### src/rtl/rr_burst_scheduler_pkg.sv
// Shared types and constants for the round-robin burst scheduler.
// Holds the FSM encoding, requester count and the reset owner index.
package rr_burst_scheduler_pkg;

    localparam int USER_W  = 2;
    localparam int N_USERS = 4;

    typedef enum logic [1:0] {
        STATE_IDLE = 2'd0,
        STATE_BUSY = 2'd1,
        STATE_GAP  = 2'd2
    } state_t;

    // Last owner after reset is 3 so that requester 0 is searched first.
    localparam logic [USER_W-1:0] LAST_USER_RESET = 2'd3;

    function automatic logic [N_USERS-1:0] user_onehot(input logic [USER_W-1:0] user);
        logic [N_USERS-1:0] g;
        g       = '0;
        g[user] = 1'b1;
        return g;
    endfunction

endpackage

### src/rtl/rr_burst_scheduler_rr_pick.sv
// Combinational cyclic search: first active request after last_user,
// wrapping round so that last_user itself is considered last.
module rr_pick
    import rr_burst_scheduler_pkg::*;
(
    input  logic [N_USERS-1:0] request,
    input  logic [USER_W-1:0]  last_user,
    output logic               any,
    output logic [USER_W-1:0]  user
);

    logic [USER_W-1:0] cand [N_USERS];
    logic [N_USERS-1:0] hit;

    // Candidate gi is the user gi+1 positions after the previous owner.
    generate
        for (genvar gi = 0; gi < N_USERS; gi++) begin : g_cand
            assign cand[gi] = last_user + USER_W'(gi + 1);
            assign hit[gi]  = request[cand[gi]];
        end
    endgenerate

    always_comb begin
        any  = |request;
        user = '0;
        for (int k = N_USERS - 1; k >= 0; k--) begin
            if (hit[k]) begin
                user = cand[k];
            end
        end
    end

endmodule

### src/rtl/rr_burst_scheduler.sv
// Round-robin owner selection for a burst resource shared by four requesters,
// with per-grant beat quota, optional turnaround gap and registered outputs.
module rr_burst_scheduler
    import rr_burst_scheduler_pkg::*;
#(
    parameter int MAX_BEATS  = 8,
    parameter int TURNAROUND = 1
) (
    input  logic        clock,
    input  logic        reset,
    input  logic [3:0]  request,
    input  logic [3:0]  done,
    input  logic        beat,
    output logic [3:0]  grant,
    output logic        grant_valid,
    output logic [1:0]  grant_user,
    output logic        quota_hit
);

    localparam logic [7:0] QUOTA_LAST = 8'(MAX_BEATS - 1);

    state_t             state_reg;
    logic [USER_W-1:0]  last_user_reg;
    logic [7:0]         beat_cnt_reg;
    logic [N_USERS-1:0] grant_reg;
    logic               grant_valid_reg;
    logic [USER_W-1:0]  grant_user_reg;
    logic               quota_hit_reg;

    logic               pick_any;
    logic [USER_W-1:0]  pick_user;
    logic               owner_done;
    logic               quota_reached;
    logic               abandon;
    logic               release_now;
    logic               load_pick;

    rr_pick u_rr_pick (
        .request   (request),
        .last_user (last_user_reg),
        .any       (pick_any),
        .user      (pick_user)
    );

    // Release causes; order of precedence is normal end, quota, abandon.
    assign owner_done    = beat && done[grant_user_reg];
    assign quota_reached = beat && (beat_cnt_reg == QUOTA_LAST);
    assign abandon       = !request[grant_user_reg];
    assign release_now   = owner_done || quota_reached || abandon;

    // A new owner is loaded from IDLE/GAP, or back-to-back without turnaround.
    always_comb begin
        load_pick = 1'b0;
        if (pick_any) begin
            if (state_reg != STATE_BUSY) begin
                load_pick = 1'b1;
            end else if (release_now && (TURNAROUND == 0)) begin
                load_pick = 1'b1;
            end
        end
    end

    always_ff @(posedge clock) begin
        if (reset) begin
            state_reg       <= STATE_IDLE;
            last_user_reg   <= LAST_USER_RESET;
            beat_cnt_reg    <= 8'd0;
            grant_reg       <= '0;
            grant_valid_reg <= 1'b0;
            grant_user_reg  <= '0;
            quota_hit_reg   <= 1'b0;
        end else begin
            quota_hit_reg <= 1'b0;
            if (load_pick) begin
                state_reg       <= STATE_BUSY;
                last_user_reg   <= pick_user;
                beat_cnt_reg    <= 8'd0;
                grant_reg       <= user_onehot(pick_user);
                grant_valid_reg <= 1'b1;
                grant_user_reg  <= pick_user;
            end
            case (state_reg)
                STATE_IDLE, STATE_GAP: begin
                    if (!load_pick) begin
                        state_reg <= STATE_IDLE;
                    end
                end
                STATE_BUSY: begin
                    if (release_now) begin
                        quota_hit_reg <= quota_reached && !owner_done;
                        if (!load_pick) begin
                            state_reg       <= (TURNAROUND != 0) ? STATE_GAP : STATE_IDLE;
                            grant_reg       <= '0;
                            grant_valid_reg <= 1'b0;
                            grant_user_reg  <= '0;
                        end
                    end else if (beat) begin
                        beat_cnt_reg <= beat_cnt_reg + 8'd1;
                    end
                end
                default: begin
                    state_reg       <= STATE_IDLE;
                    grant_reg       <= '0;
                    grant_valid_reg <= 1'b0;
                    grant_user_reg  <= '0;
                end
            endcase
        end
    end

    assign grant       = grant_reg;
    assign grant_valid = grant_valid_reg;
    assign grant_user  = grant_user_reg;
    assign quota_hit   = quota_hit_reg;

endmodule

### config.mk
export PLATFORM = sky130hd
export DESIGN_NAME = rr_burst_scheduler
export DESIGN_NICKNAME = d
export VERILOG_FILES = /design/src/rtl/rr_burst_scheduler_pkg.sv /design/src/rtl/rr_burst_scheduler_rr_pick.sv /design/src/rtl/rr_burst_scheduler.sv
export SDC_FILE = /design/constraint.sdc
export NUM_CORES = 1
export LEC_CHECK = 0
export CAP_MARGIN = 20
export CORE_UTILIZATION = 33
export DETAILED_ROUTE_END_ITERATION = 8
export DONT_BUFFER_PORTS = 1
export GPL_TIMING_DRIVEN = 1
export PLACE_DENSITY_LB_ADDON = 0.3
export SYNTH_ARGS = -nofsm -noshare
export SYNTH_HDL_FRONTEND = slang
export SYNTH_HIERARCHICAL = 1
export SYNTH_SLANG_ARGS = --single-unit
### constraint.sdc
create_clock -name clock -period 2.1 [get_ports clock]
set_clock_uncertainty 0.2 [all_clocks]
set_input_delay 0.21 -clock clock [delete_from_list [all_inputs] [get_ports clock]]
set_output_delay 0.21 -clock clock [all_outputs]
set_load 0.01 [all_outputs]
# == After elaboration in Yosys (flattened, before gate mapping) ==
# Cells that the tools add are included.
# word_totals
register_bits,20
latch_bits,0
ramBits,0
mem_bits_ro,0
inputBits,11
out_inout_bits,8
word_cells,77
n_memories,0
# classes
add_sub_neg,4
mul,0
div_mod_pow,0
order_cmp,7
eq_ne,4
shift,0
mux,41
bitwise_logic,2
n_reduce_logical,12
# op_table
op,n
$mux W8,4
$mux W2,11
$lt A2 B3 Y1 const B,6
$bmux W1 S2,6
$mux W1,12
$mux W4,3
$add A8 B1 Y8 const B,1
$eq A8 B3 Y1 const B,1
$pmux W2 S2,2
$pmux W4 S2,1
$add A2 B2 Y2 const B,2
$logic_and A1 B1 Y1,4
$reduce_or A4 Y1,1
$reduce_or A3 Y1,1
$add A2 B1 Y2 const B,1
$demux W1 S2,1
$eq A2 B1 Y1 const B,1
$eq A2 B2 Y1 const B,1
$ge A2 B1 Y1 const B,1
$logic_not A1 Y1,2
$logic_not A2 Y1,1
$logic_or A1 B1 Y1,2
$ne A2 B1 Y1 const B,1
$not A1 Y1,2
other kinds (2),2

# == Longest topological paths before layout ==
# depth
ltp_word,14
ltp_mapped,7
ltp_nobuf,7

# == By module ==
# Netlist, hierarchy kept.
# modules_own_cells
module,instances,cells_per_inst,area_each_um2,seq_area_each_um2
rr_burst_scheduler,1,114,1056.0,400.4
rr_pick,1,14,91.3,0.0

# == Least setup slack after synthesis ==
# OpenSTA, ideal clock, no wires.
# synth_path
kind,reg-to-reg
from,reg beat_cnt_reg[0]
to,reg beat_cnt_reg[3]
setup_ns,0.120
arrival_ns,1.808
required_time_ns,1.780
path_slack_ns,-0.028
stages_incl_launch_ff,7
n_path_buf,1
period_less_slack_ns,2.128
cell_sequence,dfxtp_1 ha_1 or4bb_1 o21ai_2 buf_6 nor3_1 o31a_1
# synth_via
elab_chain_len,6
elab_cells_between_ends,8
classes_between,add/sub (1); eq/ne (1); mux (3); reduce/logical (3)
# synth_lines
element,line_no,rtl
"start, declared",rr_burst_scheduler.sv:24,logic [7:0] beat_cnt_reg;
"start signal, assigned",rr_burst_scheduler.sv:98,beat_cnt_reg <= beat_cnt_reg + 8'd1;
branches (longest 4 deep; another with $add A8 B1 Y8),n/a,
$mux W8 *,rr_burst_scheduler.sv:89,if (release_now) begin
$mux W8 *,rr_burst_scheduler.sv:82,case (state_reg)
# Mark *: on every way between the ends.
# A chain may end at the register's enable or synchronous reset.

# == Worst setup path in the final report ==
# layout_path
from,reg beat_cnt_reg[1]
to,reg beat_cnt_reg[5]
# The elaborated chain is that of the path after synthesis.

==> reports/qor.csv <==
stage,metric,value,unit
status,outcome,"finished, final reports clean",
worst_setup_path,WP data required,2.09,ns
sta,Total Negative Setup Slacks,0,ns
final_layout,"commonest cells after routing, fill and taps aside","sky130_fd_sc_hd__dfxtp_1, sky130_fd_sc_hd__buf_4, sky130_fd_sc_hd__nand2_1, sky130_fd_sc_hd__nor2_1, sky130_fd_sc_hd__a21oi_1",
drt,count of TritonRoute iterations in the first routing pass,4,
final_layout,Final nets,160,
global_routing,vias in the first global route,1031,
sta,Final Max Tran Viols,0,
clock_tree,clock sink count,20,
drt,detailed-route vias per instance,5.767,
job,Maximum Capacitance Violations,0,
sta,final worst path period need,2.074,ns
floorplan,DIE WIDTH,60.97,um
power,Final Power,0.8879,mW
worst_setup_path,reg-to-reg critical path startpoint,beat_cnt_reg[1],
logic_synthesis,portion of the post-synthesis area used by sequential elements,34.90,%
clock_tree,clock insertion delay at the later pin of the skew report,0.31,ns
worst_setup_path,critical path peak fanout,11,
final_layout,fraction of layout cells with a size suffix above 1,23.81,%
final_layout,"flip-flop count of the largest register, all copies and words added",8,
sta,final worst hold slack,0.03998,ns
drt,post-route ant nets,0,
sta,final count of negative-setup-slack endpoints,0,
place,placed wire-length estimate after detailed placement,2238,um
global_routing,Overflow after GRT,0,
final_layout,post-layout util,41.66,%
place,total cell area at the placement stage,1306,um^2
drt,total number of vias,1113,
logic_synthesis,average cell area after synthesis,8.964,um^2
power,leakage power summed over all cells,0.5302,nW
global_routing,antenna violations before repair,0,
worst_setup_path,data arrival time at the worst-slack endpoint,2.06,ns
logic_synthesis,Gate Count Post-Synth,128,
clock_tree,buffer depth of the longest clock path,2,
sta,RSZ-0062 raised after global routing,no,
sta,relative max-transition margin,66.61,%
global_routing,pin count of the biggest net entering global routing,14,
worst_setup_path,startpoint kind of the worst setup timing path,register,
global_routing,Total Routing Usage GR,17.55,%
final_layout,number of antenna cells inserted,0,
final_layout,post-route design area,1390,um^2
floorplan,die footprint,3717,um^2
final_layout,"Area growth, synth to finish",21.16,%
worst_setup_path,Setup crit end kind,register,
clock_tree,Root Buffer,sky130_fd_sc_hd__clkbuf_4,
logic_synthesis,net count after synthesis,140,
logic_synthesis,number of synthesis warnings,6,
logic_synthesis,post-synth top area cell,sky130_fd_sc_hd__dfxtp_1,
drt,number of DRC violations after detailed-routing iteration 0,85,
clock_tree,CTS buffer count,3,
global_routing,global-route wire length before repair,4761,um
drt,wire length per cell,15.14,um
drt,post-detailed-route DRC marker count,0,
sta,transition time at the pin with the least slew margin,0.4993,ns
floorplan,Top-Level Pins,19,
logic_synthesis,Area contributors post-synth,"sky130_fd_sc_hd__dfxtp_1, sky130_fd_sc_hd__mux2i_1, sky130_fd_sc_hd__a21oi_1",
clock_tree,clock tree from TritonCTS,built,
floorplan,standard-cell rows,21,
clock_tree,clock-pin slew reported for the worst setup and hold paths after clock tree synthesis,0.12,ns
logic_synthesis,number of enable flip-flop cells after synthesis,0,
sta,fraction of the cycle the final worst path needs,98.77,%
drt,wire length after detailed routing,2922,um
power,maximum resistive drop on vdd,286.9,uV
place,IO Port Bufs,0,
power,power per standard cell area,638.7,nW/um^2
floorplan,initial core utilization,34.38,%
logic_synthesis,mapped cell area,1147,um^2
floorplan,height of the chip,60.97,um
logic_synthesis,"FFs w/ async S/R, synth",0,%
worst_hold_path,hold path startpoint,beat,
final_layout,most common library cell in the layout ignoring fill and taps,sky130_fd_sc_hd__dfxtp_1,
worst_setup_path,Critical Path Source,beat_cnt_reg[1],
worst_hold_path,Hold WC Path Type,in -> reg,
logic_synthesis,area fraction of the dominant cell type after synthesis,34.90,%
worst_setup_path,critical path class,reg -> reg,
sta,hold violation count in the final report,0,
clock_tree,CTS H-tree depth,1,
sta,Fmax achieved,0.4821,GHz
floorplan,area of the core,3337,um^2
logic_synthesis,number of unique standard cell types used by synthesis,48,
logic_synthesis,synthesis-stage register bit count,20,
logic_synthesis,most common flop cell mapped by yosys,sky130_fd_sc_hd__dfxtp_1,
place,global placer's final weighted congestion,0.7795,
what timing repair did:
action,in CTS,in global routing
setup endpoints to repair,7,5
resized for setup,2,3
endpoints found under the hold margin,16,0
hold buffers,2,0
setup buffers,1,1
layer usage:
layer	track usage, %	vias up	part of all wire (%)
met4	3.896	0	0.79
met1	22.38	544	46
met3	5.544	2	6.4
met2	29.04	30	46
li1	-	537	-
met5	0	-	0
cell families (layout without fill, tap and decap cells):
kind of cell | after synthesis | in the layout | synth area share, %
simple gates | 56 | 56 | 28.68
mux | 8 | 8 | 8.507
buf+inv | 7 | 26 | 2.944
flops | 20 | 20 | 34.90
compound gates | 36 | 36 | 23.88
fa+ha+maj | 1 | 1 | 1.090
synthesized netlist by cell type (all sizes together), types with 2 or more instances:
cell type and count:
dfxtp 20, a21oi 9, nand2 9, nor2 9, mux2i 6, nand2b 6, o211ai 5, inv 4
nor2b 4, a32o 3, and3 3, nand3 3, nand4 3, nor4 3, o21ai 3, o221ai 3
a31oi 2, and2 2, clkbuf 2, nand4b 2, nor3b 2, o21a 2, or3 2
final timing paths:
kind                endpoint  depth (start not counted)  slack (ns)
min reg2reg  beat_cnt_reg[7]                          2        0.32
min          beat_cnt_reg[5]                          3        0.04
max          beat_cnt_reg[5]                          6        0.03
max reg2reg  beat_cnt_reg[5]                          6        0.03
worst max-delay path: stages (launching register included):
cell                      delay (ns)
sky130_fd_sc_hd__dfxtp_1        0.36
sky130_fd_sc_hd__ha_2           0.20
sky130_fd_sc_hd__or4bb_4        0.50
sky130_fd_sc_hd__o21ai_4        0.20
sky130_fd_sc_hd__buf_6          0.16
sky130_fd_sc_hd__nor4_1         0.07
sky130_fd_sc_hd__mux2_2         0.28
where the power goes:
part / internal [mW] / switching, mW
clock: 0.106 / 0.118
combinational: 0.107 / 0.123
sequential: 0.404 / 0.0297
stage by stage:
stage               setup WS [ns]  instances
finish                    0.02576        193
global route             0.001338        193
CTS                       0.02392        192
detailed placement       -0.02818        185
global placement          0.01563        185
floorplan                 0.05951        128
area by class of cell:
class	count	area [um^2]
Timing Repair Buffer	18	143.9
Tap cell	46	57.56
Fill cell	348	1947
Inverter	4	15.01
Sequential cell	20	402.9
Clock buffer	4	36.28
Multi-Input combinational cell	101	734.5
(Power assumes the default switching activity.)
